File: src/rtl/kb_pkg.sv
// Shared constants for the PS/2 key event queue: prefix bytes, modifier
// scancodes, decoder state encoding and event field layout.
package kb_pkg;

   localparam logic [7:0] KB_E0 = 8'hE0;
   localparam logic [7:0] KB_E1 = 8'hE1;
   localparam logic [7:0] KB_F0 = 8'hF0;
   localparam logic [7:0] KB_AA = 8'hAA;
   localparam logic [7:0] KB_FA = 8'hFA;
   localparam logic [7:0] KB_EE = 8'hEE;
   localparam logic [7:0] KB_FE = 8'hFE;
   localparam logic [7:0] KB_FF = 8'hFF;
   localparam logic [7:0] KB_00 = 8'h00;

   localparam logic [7:0] KB_LSHIFT = 8'h12;
   localparam logic [7:0] KB_RSHIFT = 8'h59;
   localparam logic [7:0] KB_CTRL   = 8'h14;
   localparam logic [7:0] KB_ALT    = 8'h11;

   localparam int KB_EVENT_W  = 10;
   localparam int KB_BRK_BIT  = 9;
   localparam int KB_EXT_BIT  = 8;
   localparam int KB_CODE_MSB = 7;
   localparam int KB_CODE_LSB = 0;

   typedef logic [2:0] kb_state_t;
   localparam kb_state_t S_IDLE    = 3'd0;
   localparam kb_state_t S_EXT     = 3'd1;
   localparam kb_state_t S_BRK     = 3'd2;
   localparam kb_state_t S_EXT_BRK = 3'd3;
   localparam kb_state_t S_E1      = 3'd4;

   // Controller acknowledge/status bytes that carry no key information.
   function automatic logic kb_is_filler(input logic [7:0] b);
      return (b == KB_00) || (b == KB_AA) || (b == KB_EE) ||
             (b == KB_FA) || (b == KB_FE) || (b == KB_FF);
   endfunction

   function automatic logic kb_is_shift(input logic [7:0] b);
      return (b == KB_LSHIFT) || (b == KB_RSHIFT);
   endfunction

endpackage

File: src/rtl/sync_fifo.sv
// Show-ahead FIFO with occupancy count, full flag and sticky overflow.
module sync_fifo #(
   parameter int WIDTH = 10,
   parameter int DEPTH = 8,
   localparam int AW = $clog2(DEPTH)
) (
   input  logic             clk,
   input  logic             rst,
   input  logic             push,
   input  logic [WIDTH-1:0] push_data,
   input  logic             pop,
   input  logic             ovf_clr,
   output logic             valid,
   output logic [WIDTH-1:0] head,
   output logic [AW:0]      count,
   output logic             full,
   output logic             overflow
);

   localparam logic [AW:0] DEPTH_CNT = (AW+1)'(DEPTH);

   logic [WIDTH-1:0] mem [DEPTH];
   logic [AW:0]      wr_ptr_reg;
   logic [AW:0]      rd_ptr_reg;
   logic             overflow_reg;
   logic             pop_ok;
   logic             push_ok;
   logic             drop;

   // Pointers carry an extra MSB so full and empty stay distinguishable.
   assign count    = wr_ptr_reg - rd_ptr_reg;
   assign valid    = (count != '0);
   assign full     = (count == DEPTH_CNT);
   assign pop_ok   = pop & valid;
   assign push_ok  = push & (~full | pop_ok);
   assign drop     = push & full & ~pop_ok;
   assign head     = valid ? mem[rd_ptr_reg[AW-1:0]] : '0;
   assign overflow = overflow_reg;

   always_ff @(posedge clk) begin
      if (push_ok)
         mem[wr_ptr_reg[AW-1:0]] <= push_data;
   end

   always_ff @(posedge clk or posedge rst) begin
      if (rst) begin
         wr_ptr_reg   <= '0;
         rd_ptr_reg   <= '0;
         overflow_reg <= 1'b0;
      end else begin
         if (push_ok)
            wr_ptr_reg <= wr_ptr_reg + 1'b1;
         if (pop_ok)
            rd_ptr_reg <= rd_ptr_reg + 1'b1;
         if (drop)
            overflow_reg <= 1'b1;
         else if (ovf_clr)
            overflow_reg <= 1'b0;
      end
   end

endmodule

File: src/rtl/kb_event_queue.sv
// PS/2 byte decoder feeding a key event FIFO, with modifier tracking.
// Optional typematic repeat suppression: define KB_TYPEMATIC_FILTER_EN.
module kb_event_queue
   import kb_pkg::*;
#(
   parameter int DEPTH = 8,
   localparam int AW = $clog2(DEPTH)
) (
   input  logic                  clk,
   input  logic                  i_sclr,
   input  logic                  i_byte_en,
   input  logic [7:0]            i_byte,
   input  logic                  i_pop,
   input  logic                  i_ovf_clr,
   output logic                  o_valid,
   output logic [KB_EVENT_W-1:0] o_event,
   output logic [AW:0]           o_count,
   output logic                  o_full,
   output logic                  o_overflow,
   output logic                  o_shift,
   output logic                  o_ctrl,
   output logic                  o_alt
);

   kb_state_t       state_reg, state_next;
   logic [2:0]      skip_reg, skip_next;
   logic            emit;
   logic            ev_brk;
   logic            ev_ext;
   logic [7:0]      ev_code;
   logic            accept;
   logic            shift_reg, ctrl_reg, alt_reg;
   logic [KB_EVENT_W-1:0] ev_word;

   always_comb begin
      state_next = state_reg;
      skip_next  = skip_reg;
      emit       = 1'b0;
      ev_brk     = 1'b0;
      ev_ext     = 1'b0;
      if (i_byte_en) begin
         case (state_reg)
            S_IDLE: begin
               if (i_byte == KB_E0)
                  state_next = S_EXT;
               else if (i_byte == KB_F0)
                  state_next = S_BRK;
               else if (i_byte == KB_E1) begin
                  state_next = S_E1;
                  skip_next  = 3'd7;
               end else if (!kb_is_filler(i_byte))
                  emit = 1'b1;
            end
            S_EXT: begin
               if (i_byte == KB_F0)
                  state_next = S_EXT_BRK;
               else begin
                  state_next = S_IDLE;
                  emit       = !kb_is_shift(i_byte);
                  ev_ext     = 1'b1;
               end
            end
            S_BRK: begin
               state_next = S_IDLE;
               emit       = 1'b1;
               ev_brk     = 1'b1;
            end
            S_EXT_BRK: begin
               state_next = S_IDLE;
               emit       = !kb_is_shift(i_byte);
               ev_brk     = 1'b1;
               ev_ext     = 1'b1;
            end
            S_E1: begin
               // Pause bytes are swallowed; the last one yields a single event.
               skip_next = skip_reg - 3'd1;
               if (skip_reg == 3'd1) begin
                  state_next = S_IDLE;
                  emit       = 1'b1;
                  ev_ext     = 1'b1;
               end
            end
            default: state_next = S_IDLE;
         endcase
      end
   end

   assign ev_code = (state_reg == S_E1) ? KB_E1 : i_byte;
   assign ev_word = {ev_brk, ev_ext, ev_code};

`ifdef KB_TYPEMATIC_FILTER_EN
   logic       held_reg;
   logic [8:0] held_key_reg;
   logic       repeat_make;

   assign repeat_make = emit & ~ev_brk & held_reg & (held_key_reg == {ev_ext, ev_code});
   assign accept      = emit & ~repeat_make;

   always_ff @(posedge clk or posedge i_sclr) begin
      if (i_sclr) begin
         held_reg     <= 1'b0;
         held_key_reg <= '0;
      end else if (accept) begin
         if (!ev_brk) begin
            held_reg     <= 1'b1;
            held_key_reg <= {ev_ext, ev_code};
         end else if (held_key_reg == {ev_ext, ev_code})
            held_reg <= 1'b0;
      end
   end
`else
   assign accept = emit;
`endif

   always_ff @(posedge clk or posedge i_sclr) begin
      if (i_sclr) begin
         state_reg <= S_IDLE;
         skip_reg  <= '0;
         shift_reg <= 1'b0;
         ctrl_reg  <= 1'b0;
         alt_reg   <= 1'b0;
      end else begin
         state_reg <= state_next;
         skip_reg  <= skip_next;
         if (accept) begin
            if (!ev_ext && kb_is_shift(ev_code))
               shift_reg <= ~ev_brk;
            if (ev_code == KB_CTRL)
               ctrl_reg <= ~ev_brk;
            if (ev_code == KB_ALT)
               alt_reg <= ~ev_brk;
         end
      end
   end

   assign o_shift = shift_reg;
   assign o_ctrl  = ctrl_reg;
   assign o_alt   = alt_reg;

   sync_fifo #(
      .WIDTH (KB_EVENT_W),
      .DEPTH (DEPTH)
   ) u_fifo (
      .clk       (clk),
      .rst       (i_sclr),
      .push      (accept),
      .push_data (ev_word),
      .pop       (i_pop),
      .ovf_clr   (i_ovf_clr),
      .valid     (o_valid),
      .head      (o_event),
      .count     (o_count),
      .full      (o_full),
      .overflow  (o_overflow)
   );

endmodule

File: config.mk
export PLATFORM = sky130hd
export DESIGN_NAME = kb_event_queue
export DESIGN_NICKNAME = d
export VERILOG_FILES = /design/src/rtl/kb_pkg.sv /design/src/rtl/sync_fifo.sv /design/src/rtl/kb_event_queue.sv
export SDC_FILE = /design/constraint.sdc
export NUM_CORES = 1
export LEC_CHECK = 0
export ABC_CLOCK_PERIOD_IN_PS = 10900
export BUFFER_PORTS_ARGS = -buffer_cell sky130_fd_sc_hd__buf_2
export CAP_MARGIN = 15
export CORE_MARGIN = 10
export CORE_UTILIZATION = 25
export DETAILED_ROUTE_END_ITERATION = 7
export GPL_ROUTABILITY_DRIVEN = 0
export GPL_TIMING_DRIVEN = 0
export PLACE_DENSITY = 0.48
export SETUP_SLACK_MARGIN = 0.5
export SYNTH_ARGS = -nofsm -noshare
export SYNTH_HDL_FRONTEND = slang
export SYNTH_SLANG_ARGS = --single-unit
File: constraint.sdc
create_clock -name clk -period 10.9 [get_ports clk]
set_clock_uncertainty 0.15 [all_clocks]
set_input_delay 2.725 -clock clk [delete_from_list [all_inputs] [get_ports clk]]
set_output_delay 2.725 -clock clk [all_outputs]
set_load 0.1 [all_outputs]
After elaboration in Yosys (flattened, before gate mapping). Memory sizes are Yosys's and may differ from the RTL's. Index checks and enable logic that the tools add are counted.

Bits in registers: 18. Latch bits: 0. Memory bits (writable): 80. ROM bits: 0. Input port bits: 13. Output and inout bits: 20. Logic and storage cells: 96. Memories kept: 1.

Add/sub/neg operators: 4. Multiply operators: 0. Divide/modulo/power cells: 0. $lt $le $gt $ge: 0. Equality and inequality tests: 25. Shift-type cells: 0. Multiplexer cells: 29. Bitwise operators: 8. Reduce and logical (&&, ||, !) cells: 21.

Memory list: u_fifo.mem (depth 8, bits a word 10, read ports 1, clocked after memory_dff 0, wr ports 1, line sync_fifo.sv:22) `logic [WIDTH-1:0] mem [DEPTH];`.

Operators by type and width (count): == test 8 bit, second input constant (8); == test 8 x 5 -> 1 bit, second input constant (4); two-way mux 3 bit (7); == test 8 x 7 -> 1 bit, second input constant (2); two-way mux 1 bit (15); two-way mux 10 bit (1); case mux 3 bit (3 select lines) (1); adder 4 x 1 -> 4 bit, second input constant (2); logical NOT 8 bit (1); two-way mux 8 bit (1); inequality test 2 bit, second input constant (4); logical OR 1 bit (7); == test 3 x 1 -> 1 bit, second input constant (2); == test 3 x 2 -> 1 bit, second input constant (2); case mux 3 bit (2 select lines) (1); AND reduction 2 bit (3); case mux 1 bit (5 select lines) (1); AND reduction 5 bit (1); bitwise AND 1 bit (4); == test 4 bit, second input constant (1); inequality test 4 bit, second input constant (1); nonzero test 2 bit (2); nonzero test 4 bit (1); subtractor 4 bit (1); other kinds (11) (14).

Depth between registers and ports, before layout. Gate-level depths: netlist (run 1).

Depth after elaboration: 15. Mapped depth: 10. Depth with buffers taken out: 9.

Hierarchy. Synthesis (run 1) repeated with hierarchy kept, for this count alone.

Cell total of the unflattened synthesis: 294. Area total of the unflattened synthesis: 4426.7 um^2.

Modules (own cells, without submodules): sync_fifo (times used 1, cells an instance 200, area each 3632.2 um^2); kb_event_queue (times used 1, cells an instance 94, area each 794.5 um^2).

Least setup slack after synthesis (run 1). No wires, ideal clock.

Path kind: reg-to-output. Start point: register u_fifo.wr_ptr_reg[0]. End point: output port o_event[0]. Arrival time: 3.333 ns. Data required time: 8.025 ns. Slack: 4.692 ns. Stages on the path, launching flop included: 10. Buffers on the path: 2. Cell sequence: dfrtp_1 > clkbuf_1 > inv_1 > ha_1 > fa_1 > xor2_1 > nand3_1 > nor3b_1 > clkbuf_1 > a21oi_1.

Longest elaborated chain between the ends: 3.

RTL lines: start, declared (line sync_fifo.sv:23) `logic [AW:0] wr_ptr_reg;`; start signal, assigned (line sync_fifo.sv:52) `wr_ptr_reg <= wr_ptr_reg + 1'b1;`; subtractor 4 bit (line sync_fifo.sv:31) `assign count = wr_ptr_reg - rd_ptr_reg;`; nonzero test 4 bit (line sync_fifo.sv:32) `assign valid = (count != '0);`; two-way mux 10 bit (line sync_fifo.sv:37) `assign head = valid ? mem[rd_ptr_reg[AW-1:0]] : '0;`; end, declared (line kb_event_queue.sv:16) `output logic [KB_EVENT_W-1:0] o_event,`.

Every way passes these cells.

Worst setup path after layout (run 1).
Start point: register u_fifo.wr_ptr_reg[0]. End point: output port o_event[4].

The elaborated chain is that of the path after synthesis.

==> metrics.md, run 1 <==
| Metric | Value |
|---|---|
| Aggregate global routing overflow | `0` |
| Critical path capture point | `o_event[4]` |
| Post-synthesis instance area | `around 4400 µm²` |
| Initial antenna violation count | `0` |
| Post-DR wirelength/cell | `about 17 µm` |
| Pin count of the biggest net entering global routing | `19` |
| Internal reg-to-reg setup slack | `roughly 7.0 ns` |
| HPWL after detailed placement | `~7400 µm` |
| Net count of the mapped netlist | `about 330` |
| Number of flip-flops under the largest register name | `80` |
| Post-route minimum period | `roughly 6.5 ns` |
| GRT Resource Usage Total | `0.0889` |
| Cts bufs inserted | `9` |
| Clock root buffer | `clkbuf_16` |
| Reg-to-reg startpoint | `u_fifo.rd_ptr_reg[1]` |
| Inserted Diodes | `0` |
| Biggest area consumer among synthesized cells | `edfxtp_1` |
| Initial DRC count | `approximately 200` |
| Routed Antenna Nets | `0` |
| CTS resizes | `0` |
| Clock latency on the worst-skew pair | `roughly 0.34 ns` |
| Total number of placement rows | `48` |
| Critical Path End Type | `primary output` |
| Mean instance size in the synthesized netlist | `14.5 µm²` |
| Netlist cell types | `50` |
| Horizontal die dimension | `153 µm` |
| Wire length reported by the detailed router | `10100 µm` |
| Vert. Die Dim | `around 150 µm` |
| Number of nets in the finished design | `about 370` |
| Number of slew-limit violations in the final report | `0` |
| Endpoints failing hold | `0` |
| Share of synthesized area occupied by flip-flops and latches | `0.648` |
| Tcrit/Tclk final | `0.597` |
| Area of the die | `23300 µm²` |
| Vias after detailed routing | `2690` |
| Drt via density | `4.64` |
| FF-to-FF End | `u_fifo.mem[0][0]` |
| Number of setup violations in the final report | `0` |
| Launching instance or port of the critical path | `u_fifo.wr_ptr_reg[0]` |
| Setup repair bufs after CTS | `0` |
| I/O pin count | `33` |
| Area Overhead vs Synth | `18.5%` |
| Instance count of the mapped netlist | `304` |
| Data required time of the worst path | `8.03 ns` |
| Ys async rst share | `0.184` |
| Detailed-route wire length on metal 1 | `4460 µm` |
| Result of the run | `finished, final reports clean` |
| Via count of the first global-routing pass | `2820` |
| Final Hold Slack | `between 0.3 and 0.4 ns` |
| Normalized max-slew margin | `0.338` |
| Share of the core filled with cells in the final layout | `0.302` |
| Count of port buffers added during placement | `29` |
| Largest fanout on the critical path | `10` |
| Class of the tightest hold or removal check | `reg2reg` |
| Area share of the leading cell type in the synthesized netlist | `0.545` |
| Number of warning messages in the yosys log | `0` |
| Detailed-router iteration count before antenna repair | `4` |
| Clk buf depth | `2` |
| Length of routed met3 wiring | `435 µm` |
| CTS tree | `done` |
| Max-cap check violation count | `0` |
| Unrepaired setup endpoints after global routing | `false` |
| Wire length of the first global-routing pass | `16100 µm` |
| Highest metal layer with signal wires | `met4` |
| Crit path arrival time | `3.63 ns` |
| Highest attainable clock frequency | `between 150 and 200 MHz` |
| EDFF count, synth | `80` |
| Total number of H-tree levels | `3` |
| Slew at the pin closest to its max-slew limit | `0.985 ns` |
| Routed length on met2 | `5060 µm` |
| Sink Count | `98` |
| DRC violation count after routing | `0` |
| Fraction of layout instances using a drive strength above 1 | `0.251` |
| Cts-stage hold buffer count | `0` |
| Most common flop cell mapped by yosys | `edfxtp_1` |
| Placeable Area | `roughly 17000 µm²` |
| Final-layout setup total negative slack | `0 ns` |
| R2R depth | `10` |
| Reg clk slew, reported paths | `0.06 ns` |
| Startpoint class of the critical path | `register` |
| Critical Setup Path Class | `reg2out` |
| Top area cells in the synthesized netlist | `edfxtp_1, dfrtp_1, mux4_2, nand2_1, a21oi_1` |
| FF+latch count, synth | `98` |
| Initial Utilization | `0.255` |
## stage by stage
step,cells,cell area [µm²],worst slack (ns)
finish,580,5220,4.39
global route,580,5220,4.12
CTS,580,5220,4.26
detailed placement,565,4950,4.64
global placement,558,4830,4.29
floorplan,304,4410,4.69
## Yosys cell counts, drive strengths merged (2+ instances only)
library cell  count
nand2b            6
nor2b             3
buf               5
nand2            29
clkbuf           12
inv              17
ha                7
nand4             3
o21ai             8
a21boi            2
nor3              4
nand4b            2
a21oi            19
nand3             7
xor2              2
dfrtp            18
nor3b             3
nor4             10
o21bai            2
mux4             20
edfxtp           80
and2              5
mux2              3
xnor2             6
nor2             11
## worst min path at each step
| stage | from | to | slack [ns] | cells after the start |
|---|---|---|---|---|
| detailed placement | u_fifo.wr_ptr_reg[3] | u_fifo.wr_ptr_reg[3] | 0.35 | 1 |
| global route | u_fifo.wr_ptr_reg[3] | u_fifo.wr_ptr_reg[3] | 0.36 | 1 |
| floorplan | u_fifo.rd_ptr_reg[3] | u_fifo.rd_ptr_reg[3] | 0.32 | 1 |
| finish | u_fifo.wr_ptr_reg[3] | u_fifo.wr_ptr_reg[3] | 0.35 | 1 |
| CTS | u_fifo.wr_ptr_reg[3] | u_fifo.wr_ptr_reg[3] | 0.36 | 1 |
| global placement | u_fifo.wr_ptr_reg[3] | u_fifo.wr_ptr_reg[3] | 0.34 | 1 |
## area by class of cell
| cell class | instances | area, µm² |
|---|---|---|
| Clock buffer | 9 | 225 |
| Inverter | 17 | 63.8 |
| Tap cell | 225 | 282 |
| Sequential cell | 98 | 2850 |
| Clock inverter | 6 | 42.5 |
| Buffer | 17 | 75.1 |
| Fill cell | 1782 | 12100 |
| Timing Repair Buffer | 36 | 224 |
| Multi-Input combinational cell | 172 | 1460 |
## critical path: stages, from the launching register on
cell      delay, ns
dfrtp_1        0.35
clkbuf_1       0.36
inv_1          0.21
ha_1           0.26
fa_1           0.43
xor2_1         0.20
nand3_1        0.14
nor3b_1        0.38
clkbuf_1       0.48
a21oi_1        0.14
buf_2          0.33
## layer usage
layer / vias to the layer above / GRT usage
met1: 1367 / 0.106
met5: - / 0
li1: 1254 / -
met4: 0 / 0.0327
met3: 11 / 0.0234
met2: 58 / 0.151
## placed cells by master (no fill, tap or decap), types with 2 or more instances in the layout
master,count
nor2b_1,3
nor4_1,3
a21oi_1,19
o21ai_0,8
mux4_2,20
mux2_2,2
o21bai_1,2
nor4_2,7
nand4_1,3
buf_2,32
edfxtp_1,80
ha_1,7
xor2_1,2
nor3_1,4
nand3_1,6
nand2_1,29
clkinv_2,3
buf_6,8
xnor2_1,6
clkbuf_16,9
and2_1,5
nand2b_1,6
nand4b_1,2
inv_1,17
clkbuf_1,12
nor2_1,11
dfrtp_1,18
nor3b_1,3
## cells by family (layout without fill, tap and decap cells)
family,after synthesis,after routing,share of synthesized area
flip-flops,98,98,0.648
AND/OR/NAND/NOR,91,91,0.111
AO/OA/AOI/OAI,41,41,0.0568
buffers and inverters,34,85,0.0315
multiplexers,24,24,0.113
adder cells (fa/ha/maj),8,8,0.0244
XOR/XNOR,8,8,0.0159
Power of run 1 is left out: the tool's default activity adds up to more than one toggle a clock period on the data nets, which glitch-free logic cannot reach.
==> run 2: changes to the inputs <==
--- a/config.mk
+++ b/config.mk
@@ -5,7 +5,8 @@
 export SDC_FILE = /design/constraint.sdc
 export NUM_CORES = 1
 export LEC_CHECK = 0
-export ABC_CLOCK_PERIOD_IN_PS = 10900
+export ABC_AREA = 1
+export ABC_CLOCK_PERIOD_IN_PS = 6000
 export BUFFER_PORTS_ARGS = -buffer_cell sky130_fd_sc_hd__buf_2
 export CAP_MARGIN = 15
 export CORE_MARGIN = 10
==> constraint.sdc (replaced) <==
create_clock -name clk -period 6 [get_ports clk]
set_clock_uncertainty 0.15 [all_clocks]
set_input_delay 1.5 -clock clk [delete_from_list [all_inputs] [get_ports clk]]
set_output_delay 1.5 -clock clk [all_outputs]
set_load 0.1 [all_outputs]
==> metrics.md, run 2 <==
| Metric | Value |
|---|---|
| Reg clk slew, reported paths | `about 0.07 ns` |
| EDFF count, synth | `80` |
| Aggregate global routing overflow | `0` |
| Clk buf depth | `2` |
| Highest attainable clock frequency | `207 MHz` |
| Cts bufs inserted | `9` |
| Share of the core filled with cells in the final layout | `0.296` |
| Most frequent cells after synthesis | `nand2_1, edfxtp_1, nor2_1` |
| Largest fanout on the critical path | `10` |
| Final-layout setup total negative slack | `0 ns` |
| Total number of placement rows | `50` |
| Area Overhead vs Synth | `17.2%` |
| Wire length reported by the detailed router | `approximately 12000 µm` |
| Placed Area | `~5200 µm²` |
| Top library cells by usage in the layout, fill and taps aside | `nand2_1, edfxtp_1, nor2_1` |
| Placeable Area | `roughly 19000 µm²` |
| Clock root buffer | `clkbuf_16` |
| Sink Count | `a little under 100` |
| HPWL after detailed placement | `roughly 8400 µm` |
| Critical Path End Type | `primary output` |
| Initial DRC count | `between 200 and 300` |
| FF+latch count, synth | `98` |
| Setup repair bufs after CTS | `0` |
| Cell repeated most along the worst path | `inv_1` |
| Unrepaired setup endpoints after global routing | `false` |
| Total number of H-tree levels | `3` |
| Area share of the leading cell type in the synthesized netlist | `0.510` |
| Initial antenna violation count | `0` |
| Final instance area | `around 5500 µm²` |
| Post-route minimum period | `slightly below 5 ns` |
| Tcrit/Tclk final | `0.805` |
| Master of the slowest instance on the critical path | `fa_1` |
| Horizontal die dimension | `between 150 and 200 µm` |
| Net count of the mapped netlist | `~490` |
| I/O pin count | `33` |
| Crit path arrival time | `between 3 and 4 ns` |
| DRC violation count after routing | `0` |
| Buf+Inv Stages, Crit Path | `5` |
| Number of nets in the finished design | `530` |
| Netlist cell types | `27` |
| Clock latency on the worst-skew pair | `around 0.35 ns` |
| Vias after detailed routing | `between 3000 and 4000` |
| Biggest area consumer among synthesized cells | `edfxtp_1` |
| Kind of cell adding the most delay to the critical path | `buffers and inverters` |
| Inserted Diodes | `0` |
| # fillers | `~2000` |
| Post-synthesis instance area | `~4700 µm²` |
| Class of the tightest hold or removal check | `reg2reg` |
| Slew at the pin closest to its max-slew limit | `about 1.1 ns` |
| Number of slew-limit violations in the final report | `0` |
| Fraction of layout instances using a drive strength above 1 | `0.165` |
| Ys async rst share | `0.184` |
| Register area | `2850 µm²` |
| Mean instance size in the synthesized netlist | `between 10 and 15 µm²` |
| Number of warning messages in the yosys log | `0` |
| CTS resizes | `0` |
| Number of flip-flops under the largest register name | `80` |
| Share of synthesized area occupied by flip-flops and latches | `0.606` |
| Normalized max-slew margin | `0.266` |
| Startpoint class of the critical path | `register` |
| Critical Setup Path Class | `reg2out` |
| Via count of the first global-routing pass | `about 3400` |
| Pin count of the biggest net entering global routing | `19` |
| Most common flop cell mapped by yosys | `edfxtp_1` |
| Post-DR wirelength/cell | `roughly 15 µm` |
| Endpoints failing hold | `0` |
| Most used standard cell by instance count after synthesis | `nand2_1` |
| CTS tree | `done` |
| Result of the run | `finished, final reports clean` |
| Combined area of the multi-input logic cells | `around 1600 µm²` |
| Cts-stage hold buffer count | `0` |
| Data required time of the worst path | `4.35 ns` |
| Count of port buffers added during placement | `32` |
| Top area cells in the synthesized netlist | `edfxtp_1, dfrtp_1, nand2_1, mux2_2, o21ai_0` |
| Delay contributed by the slowest stage of the critical path | `roughly 0.56 ns` |
| Cells along the critical path | `inv_1, ha_1, fa_1, inv_1, nor3_2, inv_1, nor2_1, buf_2, nor2_1, buf_2` |
| Area of the die | `~25000 µm²` |
| GRT Resource Usage Total | `0.0976` |
| Wire length of the first global-routing pass | `roughly 18000 µm` |
| Instance count of the mapped netlist | `between 400 and 500` |
| Detailed-router iteration count before antenna repair | `5` |
| Most common cell after layout, fill and taps aside | `nand2_1` |
| Max-cap check violation count | `0` |
| Routed Antenna Nets | `0` |
| Vert. Die Dim | `around 160 µm` |
| Number of setup violations in the final report | `0` |
| Final Hold Slack | `~0.34 ns` |
| Initial Utilization | `0.253` |
| Drt via density | `between 4 and 5` |
## run 2: cells by family (layout without fill, tap and decap cells)
logic type,count (synthesis),after routing,share of synthesized area
xor+xnor,8,8,0.0149
flops,98,98,0.606
simple gates,186,186,0.166
compound gates,76,76,0.0823
mux,20,20,0.0478
buf+inv,70,118,0.0603
fa+ha+maj,8,8,0.0228
## run 2: final cells by class
cell class	count	share of cell area
sequential	98	0.517
inverter	51	0.0347
timing repair buffer	32	0.0290
multi-input combinational	298	0.288
tap	234	0.0530
clock buffer	9	0.0408
clock inverter	7	0.0213
buffer	19	0.0168
## run 2: path summary, 6_finish.rpt
| path | startpoint | endpoint | slack (ns) | cells after the start |
|---|---|---|---|---|
| max in group asynchronous | i_sclr | state_reg[0] | 4.15 | 2 |
| min | o_alt | o_alt | 0.34 | 2 |
| max | u_fifo.wr_ptr_reg[0] | o_event[3] | 1.17 | 10 |
| min reg2reg | o_alt | o_alt | 0.34 | 2 |
| max reg2reg | u_fifo.rd_ptr_reg[1] | u_fifo.mem[3][6] | 2.42 | 10 |
| min in group asynchronous | i_sclr | u_fifo.rd_ptr_reg[3] | 1.10 | 2 |
## run 2: layer usage
metal,GRT usage,routed length (µm)
met3,0.0207,510
met1,0.121,5240
met2,0.163,5660
met4,0.0361,182
met5,0,0
## run 2: worst min-delay path: stages, from the launching register on
cell	delay, ns
dfrtp_1	0.35
nand2_1	0.06
nand2_1	0.05
## run 2: per-stage QoR
stage,worst slack (ns),instances
finish,1.17,748
global route,0.906,748
CTS,1.10,748
detailed placement,1.49,732
global placement,1.54,732
floorplan,0.362,466
Power of run 2 is left out for the same reason.
